==> src/rtl/alu_defs.sv <==
// Shared opcode/funct3 encodings, ROB tag width and FSM state type for the ALU.
`ifndef ROB_SIZE_WIDTH
`define ROB_SIZE_WIDTH 4
`endif

package alu_defs;

    localparam int ROB_TAG_W = `ROB_SIZE_WIDTH;

    localparam logic [6:0] OPC_OP     = 7'b0110011;
    localparam logic [6:0] OPC_OP_IMM = 7'b0010011;
    localparam logic [6:0] OPC_BRANCH = 7'b1100011;

    // Integer funct3 (OP / OP-IMM)
    localparam logic [2:0] F3_ADD  = 3'b000;
    localparam logic [2:0] F3_SLL  = 3'b001;
    localparam logic [2:0] F3_SLT  = 3'b010;
    localparam logic [2:0] F3_SLTU = 3'b011;
    localparam logic [2:0] F3_XOR  = 3'b100;
    localparam logic [2:0] F3_SR   = 3'b101;
    localparam logic [2:0] F3_OR   = 3'b110;
    localparam logic [2:0] F3_AND  = 3'b111;

    // Branch funct3
    localparam logic [2:0] F3_BEQ  = 3'b000;
    localparam logic [2:0] F3_BNE  = 3'b001;
    localparam logic [2:0] F3_BLT  = 3'b100;
    localparam logic [2:0] F3_BGE  = 3'b101;
    localparam logic [2:0] F3_BLTU = 3'b110;
    localparam logic [2:0] F3_BGEU = 3'b111;

    // M-extension multiply funct3[1:0]
    localparam logic [1:0] F3_MUL    = 2'b00;
    localparam logic [1:0] F3_MULH   = 2'b01;
    localparam logic [1:0] F3_MULHSU = 2'b10;
    localparam logic [1:0] F3_MULHU  = 2'b11;

    typedef enum logic {
        ST_IDLE = 1'b0,
        ST_MUL  = 1'b1
    } alu_state_e;

endpackage

==> src/rtl/alu_mul_iter.sv <==
// Iterative radix-2 shift-add multiplier: one partial product per cycle on operand
// magnitudes, sign restored on the final product. Built only when ALU_MUL_EN is defined.
module alu_mul_iter
    import alu_defs::*;
#(
    parameter int XLEN = 32
) (
    input  logic            clk,
    input  logic            rst_n,
    input  logic            rdy,
    input  logic            start,
    input  logic            abort,
    input  logic [1:0]      funct3,
    input  logic [XLEN-1:0] a,
    input  logic [XLEN-1:0] b,
    output logic            done,
    output logic [XLEN-1:0] result
);

    localparam int CNT_W = $clog2(XLEN) + 1;

    logic                running;
    logic [CNT_W-1:0]    cnt;
    logic [2*XLEN-1:0]   acc;
    logic [2*XLEN-1:0]   mcand;
    logic [XLEN-1:0]     mplier;
    logic                neg;
    logic [1:0]          func;

    logic                a_neg;
    logic                b_neg;
    logic [XLEN-1:0]     mag_a;
    logic [XLEN-1:0]     mag_b;
    logic [2*XLEN-1:0]   product;

    // MULHU treats both operands unsigned; MULHSU only the first as signed.
    assign a_neg = (funct3 != F3_MULHU) && a[XLEN-1];
    assign b_neg = (funct3 == F3_MUL || funct3 == F3_MULH) && b[XLEN-1];
    assign mag_a = a_neg ? -a : a;
    assign mag_b = b_neg ? -b : b;

    assign done    = running && (cnt == CNT_W'(XLEN));
    assign product = neg ? -acc : acc;
    assign result  = (func == F3_MUL) ? product[XLEN-1:0] : product[2*XLEN-1:XLEN];

    // NOTE: state is updated with non-blocking assignments so every register samples
    // pre-edge values; blocking here would make the iteration order-dependent.
    always_ff @(posedge clk or negedge rst_n) begin
        if (!rst_n) begin
            running <= 1'b0;
            cnt     <= '0;
            acc     <= '0;
            mcand   <= '0;
            mplier  <= '0;
            neg     <= 1'b0;
            func    <= F3_MUL;
        end else if (abort) begin
            running <= 1'b0;
            cnt     <= '0;
        end else if (rdy) begin
            if (start) begin
                running <= 1'b1;
                cnt     <= '0;
                acc     <= '0;
                mcand   <= {{XLEN{1'b0}}, mag_a};
                mplier  <= mag_b;
                neg     <= a_neg ^ b_neg;
                func    <= funct3;
            end else if (running) begin
                if (done) begin
                    running <= 1'b0;
                end else begin
                    if (mplier[0]) begin
                        acc <= acc + mcand;
                    end
                    mcand  <= mcand << 1;
                    mplier <= mplier >> 1;
                    cnt    <= cnt + 1'b1;
                end
            end
        end
    end

endmodule

==> src/rtl/alu_unit.sv <==
// RV32I integer/branch execution unit with a registered result broadcast.
// Define ALU_MUL_EN to add the iterative M-extension multiplier and its IDLE/MUL FSM.
module alu_unit
    import alu_defs::*;
#(
    parameter int ROB_ID_W = ROB_TAG_W,
    parameter int XLEN     = 32
) (
    input  logic                clk,
    input  logic                rst_n,
    input  logic                rdy,
    input  logic                rob_clear,
    input  logic                valid,
    input  logic [2:0]          op,
    input  logic [6:0]          instr_type,
    input  logic                op_other,
    input  logic                op_mul,
    input  logic [XLEN-1:0]     v1,
    input  logic [XLEN-1:0]     v2,
    input  logic [ROB_ID_W-1:0] rob_id,
    output logic                busy,
    output logic                result_ready,
    output logic [ROB_ID_W-1:0] result_rob_id,
    output logic [XLEN-1:0]     result_value
);

    localparam int SHW = $clog2(XLEN);

    logic                accept;
    logic                mul_start;
    logic [SHW-1:0]      shamt;
    logic [XLEN-1:0]     sum;
    logic [XLEN-1:0]     diff;
    logic [XLEN-1:0]     sra_value;
    logic                eq;
    logic                lt_s;
    logic                lt_u;
    logic                sub_en;
    logic                taken;
    logic [XLEN-1:0]     arith_value;
    logic [XLEN-1:0]     alu_value;

    logic                ready_d;
    logic [ROB_ID_W-1:0] tag_d;
    logic [XLEN-1:0]     value_d;

    assign accept = rdy && !rob_clear && valid && !busy;

    assign shamt     = v2[SHW-1:0];
    assign sum       = v1 + v2;
    assign diff      = v1 - v2;
    assign sra_value = $signed(v1) >>> shamt;
    assign eq        = (v1 == v2);
    assign lt_s      = $signed(v1) < $signed(v2);
    assign lt_u      = v1 < v2;
    // OP-IMM reuses bit 30 as immediate data for ADDI, so only OP may subtract.
    assign sub_en    = (instr_type == OPC_OP) && op_other;

    // NOTE: every always_comb output gets a default before the case so no path
    // leaves it unassigned, which would otherwise infer a latch.
    always_comb begin
        arith_value = sum;
        case (op)
            F3_ADD:  arith_value = sub_en ? diff : sum;
            F3_SLL:  arith_value = v1 << shamt;
            F3_SLT:  arith_value = {{(XLEN-1){1'b0}}, lt_s};
            F3_SLTU: arith_value = {{(XLEN-1){1'b0}}, lt_u};
            F3_XOR:  arith_value = v1 ^ v2;
            F3_SR:   arith_value = op_other ? sra_value : (v1 >> shamt);
            F3_OR:   arith_value = v1 | v2;
            F3_AND:  arith_value = v1 & v2;
            default: arith_value = sum;
        endcase
    end

    always_comb begin
        taken = 1'b0;
        case (op)
            F3_BEQ:  taken = eq;
            F3_BNE:  taken = !eq;
            F3_BLT:  taken = lt_s;
            F3_BGE:  taken = !lt_s;
            F3_BLTU: taken = lt_u;
            F3_BGEU: taken = !lt_u;
            default: taken = 1'b0;
        endcase
    end

    always_comb begin
        alu_value = sum;
        case (instr_type)
            OPC_OP:     alu_value = arith_value;
            OPC_OP_IMM: alu_value = arith_value;
            OPC_BRANCH: alu_value = {{(XLEN-1){1'b0}}, taken};
            default:    alu_value = sum;
        endcase
`ifdef ALU_MUL_EN
        // M-extension funct3 1xx yields zero with single-cycle latency.
        if (instr_type == OPC_OP && op_mul && op[2]) begin
            alu_value = '0;
        end
`endif
    end

`ifdef ALU_MUL_EN
    alu_state_e          state;
    logic [ROB_ID_W-1:0] mul_tag;
    logic                mul_done;
    logic [XLEN-1:0]     mul_result;

    assign mul_start = accept && (instr_type == OPC_OP) && op_mul && !op[2];
    assign busy      = (state == ST_MUL);

    alu_mul_iter #(
        .XLEN (XLEN)
    ) u_mul (
        .clk    (clk),
        .rst_n  (rst_n),
        .rdy    (rdy),
        .start  (mul_start),
        .abort  (rob_clear),
        .funct3 (op[1:0]),
        .a      (v1),
        .b      (v2),
        .done   (mul_done),
        .result (mul_result)
    );

    always_ff @(posedge clk or negedge rst_n) begin
        if (!rst_n) begin
            state   <= ST_IDLE;
            mul_tag <= '0;
        end else if (rob_clear) begin
            state <= ST_IDLE;
        end else if (rdy) begin
            case (state)
                ST_IDLE: begin
                    if (mul_start) begin
                        state   <= ST_MUL;
                        mul_tag <= rob_id;
                    end
                end
                ST_MUL: begin
                    if (mul_done) begin
                        state <= ST_IDLE;
                    end
                end
                default: state <= ST_IDLE;
            endcase
        end
    end
`else
    logic unused_op_mul;

    assign unused_op_mul = op_mul;
    assign mul_start     = 1'b0;
    assign busy          = 1'b0;
`endif

    always_comb begin
        ready_d = 1'b0;
        tag_d   = result_rob_id;
        value_d = result_value;
        if (accept && !mul_start) begin
            ready_d = 1'b1;
            tag_d   = rob_id;
            value_d = alu_value;
        end
`ifdef ALU_MUL_EN
        // Completion only happens in MUL, where busy already blocks any accept.
        if (mul_done) begin
            ready_d = 1'b1;
            tag_d   = mul_tag;
            value_d = mul_result;
        end
`endif
    end

    // rob_clear drops a pending pulse even while rdy is low.
    always_ff @(posedge clk or negedge rst_n) begin
        if (!rst_n) begin
            result_ready  <= 1'b0;
            result_rob_id <= '0;
            result_value  <= '0;
        end else if (rob_clear) begin
            result_ready <= 1'b0;
        end else if (rdy) begin
            result_ready  <= ready_d;
            result_rob_id <= tag_d;
            result_value  <= value_d;
        end
    end

endmodule

==> config.mk <==
export PLATFORM = sky130hd
export DESIGN_NAME = alu_unit
export DESIGN_NICKNAME = d
export VERILOG_FILES = /design/src/rtl/alu_defs.sv /design/src/rtl/alu_mul_iter.sv /design/src/rtl/alu_unit.sv
export SDC_FILE = /design/constraint.sdc
export NUM_CORES = 1
export LEC_CHECK = 0
export CAP_MARGIN = 30
export CORE_AREA = 2 2 142 144
export DETAILED_ROUTE_END_ITERATION = 8
export DIE_AREA = 0 0 144 146
export GPL_TIMING_DRIVEN = 0
export PLACE_DENSITY_LB_ADDON = 0.12
export SLEW_MARGIN = 20
export SYNTH_ARGS = -nofsm -noshare
export SYNTH_HDL_FRONTEND = slang
export SYNTH_SLANG_ARGS = --single-unit
==> constraint.sdc <==
create_clock -name clk -period 2.2 [get_ports clk]
set_clock_uncertainty 0.1 [all_clocks]
set_input_delay 0.22 -clock clk [delete_from_list [all_inputs] [get_ports clk]]
set_output_delay 0.22 -clock clk [all_outputs]
set_load 0.02 [all_outputs]
==> flow_summary.ini, run 1 <==
[place]
pre_cts_ws_ns = -2.41
gp_congestion = 1.14
numPortBuffers = 119
dpl.hpwl_um = 42400

[die]
initial_utilization_pct = 54.5
ioPinCount = 123
dieHeight_um = 146
row_count = 51
die_w_um = 144

[clock_network]
htreeDepth = 2
cts_buffers = 5
cts_buffer_depth = 2
root_buffer = clkbuf_16
clkSinkCount = 37

[yosys]
syn_nets = 1678
ys.flop_type = dfrtp_1
synth_common_cells = nor2_1, a21oi_1, nand2_1, o21ai_0, ha_1
synth_most_common_cell = nor2_1
yosysSeqAreaShare_pct = 8.79
yosys_register_bits = 37
syn_avg_cell_area_um2 = 7.05
synth_top_area_cell = ha_1
synth_cell_types = 81
synth_edf_count = 0
syn_area_um2 = 10500
yosysTopAreaCellShare_pct = 11.5
synth_area_leaders = ha_1, mux4_2, dfrtp_1
yosysWarnings = 0
async_reset_ff_share_pct = 100
syn-instance-count = 1494

[global_routing]
grt_max_degree = 34
grt.total_usage_pct = 80.1
grt_overflow_total = 144

[timing]
crit_endpoint = result_value[28]$_DFFE_PN0P_/D
worst-ep-kind = register data pin

[status]
status = did not finish
first-error = [ERROR GRT-0232] Routing congestion too high. Check the congestion heatmap in the GUI.
stop_stage = global routing
## routing by layer
layer | overflow | global-route usage, %
met5 | 1 | 38.0
met2 | 85 | 91.5
met4 | 52 | 74.6
met3 | 3 | 70.9
met1 | 3 | 81.8
## stage by stage
step | TNS [ns] | cells | instance area (µm²)
after global placement | -59.65 | 1878 | 12500
after detailed placement | -59.64 | 1880 | 12500
after CTS | -18.89 | 1978 | 14900
after floorplan | -15.79 | 1494 | 11000
## logic make-up after synthesis
group,share of synthesized area [%]
compound gates,32.1
xor+xnor,4.24
fa+ha+maj,11.9
buf+inv,8.23
flops,8.79
mux,15.7
other cells,0.0356
simple gates,19.0
## repair_timing
item                                   in CTS
gates resized for setup                   530
setup endpoints to repair                  32
hold buffers                                1
buffers inserted                          102
pin swaps                                 128
endpoints found under the hold margin      37
cloned                                      0
==> run 2, diff against run 1 <==
Settings changed: CORE_AREA 2 2 142 144 to 2 2 166 168, DIE_AREA 0 0 144 146 to 0 0 168 170, PLACE_DENSITY_LB_ADDON 0.12 to 0.15.
==> flow_summary.ini, run 2 <==
[status]
violations = negative setup slack
status = finished, violations left

[cells_and_area]
top_regs = result_value: 32 flops, result_rob_id: 4 flops, result_ready: 1 flops
fin_cells = 2092
largest_reg_flops = 32
syn_to_final_growth_pct = 50.7
layout-drive-gt1-share_pct = 35.5
final_cell_mix = nor2_1, buf_4, nand2_1
layout_commonest_cell = nor2_1
fin_nets = 1934
antenna_cells = 0
top_register = result_value
finalInstanceArea_um2 = 15900

[die]
row_count = 60
dieArea_um2 = 28600
ioPinCount = 123
dieHeight_um = 170
die_w_um = 168
initial_utilization_pct = 39.5
coreArea_um2 = 26700

[yosys]
synth_most_common_cell = nor2_1
synth_area_leaders = ha_1, mux4_2, dfrtp_1
ys.flop_type = dfrtp_1
syn_area_um2 = 10500
yosysSeqAreaShare_pct = 8.79
synth_common_cells = nor2_1, a21oi_1, nand2_1, o21ai_0, ha_1
yosysWarnings = 0
synth_top_area_cell = ha_1
synth_cell_types = 81
async_reset_ff_share_pct = 100
synth_edf_count = 0
yosys_register_bits = 37
syn-instance-count = 1494
syn_nets = 1678
yosysTopAreaCellShare_pct = 11.5
syn_avg_cell_area_um2 = 7.05

[detailed_routing]
antenna_left = 0
drc = 0
routed_via_density = 6.74
drt_first_pass_iters = 6
routedWlPerCell_um = 29.5
num_vias = 14096
wl_um = 61600
dr.first_iter.drc_count = 1678

[global_routing]
grt_max_degree = 32
grt_pass1_wl_um = 88900
antenna_found_initial = 1
grt_overflow_total = 0
grt.total_usage_pct = 41.9
grt_pass1_vias = 13576

[place]
numPortBuffers = 119
dp_cells = 1960
dpl.hpwl_um = 46000
placed_area_um2 = 12600
gp_congestion = 1.10

[min_path]
hold_path.class = primary input to asynchronous set/reset pin

[clock_network]
cts_buffers = 5
htreeDepth = 2
root_buffer = clkbuf_16
insertion_delay_ns = 0.29
clkSinkCount = 37
cts_buffer_depth = 2
cts_tree = built
clk_pin_slew_worst_paths_ns = 0.06

[pwr]
powerDensity_nw_per_um2 = 399
max-vdd-ir-drop_mv = 0.285
power_uw = 6330
leakagePower_uw = 0.00638

[worst_setup_path]
reg2reg_slack_ns = 1.15
path_class = primary input to flip-flop
r2r_start = result_value[30]
required_ns = 2.28
r2r-end = result_value[30]
critPathMaxFanout = 6
reg2regPathDepth = 3
worst_setup_path_end_kind = flip-flop
worstPathArrival_ns = 3.19
startpoint_type = primary input

[timing]
min_period_over_period_pct = 141
finalSetupViolations = 32
min_period_ns = 3.11
relSlewSlack_pct = 41.7
rsz0062_at_grt = yes
slew_violations = 0
fin_ws_ns = -0.910
hold_viol_final = 0
fmax_ghz = 0.322
worst_pin_slew_ns = 0.875

[flow_run]
maxCapViolCount = 0
==> run 2: cell counts after synthesis <==
No cell type changed its count.
==> run 2: per-layer routing <==
layer  part of all wire (%)  global-route usage [%]  up-vias
met2                     43                    66.3     1057
met5                      0                       0        -
met1                     37                    51.3     6742
li1                       -                       -     5995
met4                    8.5                    28.7        0
met3                     11                    8.72      302
==> run 2: worst max-delay path, stage by stage <==
cell and delay [ns]:
buf_8 0.07, clkbuf_16 0.15, clkinv_8 0.05, clkbuf_16 0.15
clkbuf_16 0.15, ha_4 0.28, nor3b_4 0.27, o31ai_4 0.10
a31oi_4 0.25, o21ai_4 0.10, a31oi_4 0.17, nand4b_1 0.17
a32oi_1 0.26, mux2i_1 0.33, a211oi_1 0.13, o32a_1 0.34
==> run 2: worst max-delay path by stage <==
stage	slack, ns	to	startpoint	cells after the start
2_1_floorplan	-0.98	result_value[29]	v2[4]	16
3_5_place_dp	-2.47	result_value[30]	v2[0]	15
4_1_cts	-0.99	result_value[29]	v2[4]	16
5_1_grt	-0.95	result_value[30]	v2[3]	16
3_3_place_gp	-2.49	result_value[30]	v2[0]	15
6_report	-0.91	result_value[30]	v2[3]	16
==> run 2: metrics by stage <==
| stage | hold slack, ns | setup slack (ns) | utilization (%) | setup TNS [ns] |
|---|---|---|---|---|
| after floorplan | -0.176 | -0.979 | - | -15.79 |
| after global placement | 0.360 | -2.49 | 47.2 | -65.07 |
| after detailed placement | -0.0325 | -2.47 | 47.4 | -61.43 |
| after CTS | 0.201 | -0.987 | 56.8 | -18.16 |
| after global routing | 0.229 | -0.949 | 59.5 | -19.86 |
| final | 0.206 | -0.910 | 59.5 | -17.70 |
==> run 2: final cells by class <==
type                            count  area (µm²)
Clock inverter                      2        10.0
Fill cell                        2436       10800
Sequential cell                    37         926
Multi-Input combinational cell   1239       10600
Clock buffer                        6         129
Timing Repair Buffer              263        2400
Inverter                           97         420
Tap cell                          341         427
Buffer                            107         986
==> run 2: report_power, final <==
part	internal [µW]	switching (µW)
logic	2000	2710
registers	833	81.9
clock network	416	287
==> run 2: what timing repair did <==
item | CTS | global route
resized for setup | 564 | 185
pin swaps | 121 | 139
hold endpoints to repair | 37 | 0
cloned | 2 | 0
setup endpoints to repair | 32 | 32
buffers inserted | 107 | 35
hold buffers | 1 | 0
==> run 2: logic make-up (layout without fill, tap and decap cells) <==
| logic type | after synthesis | in the layout | synth area share, % |
|---|---|---|---|
| AO/OA/AOI/OAI | 525 | 525 | 32.1 |
| AND/OR/NAND/NOR | 452 | 452 | 19.0 |
| buffers and inverters | 218 | 475 | 8.23 |
| multiplexers | 111 | 111 | 15.7 |
| adder cells (fa/ha/maj) | 99 | 99 | 11.9 |
| XOR/XNOR | 51 | 51 | 4.24 |
| flip-flops | 37 | 37 | 8.79 |
| other | 1 | 1 | 0.0356 |
No activity file was read; power rests on OpenSTA's default activity.
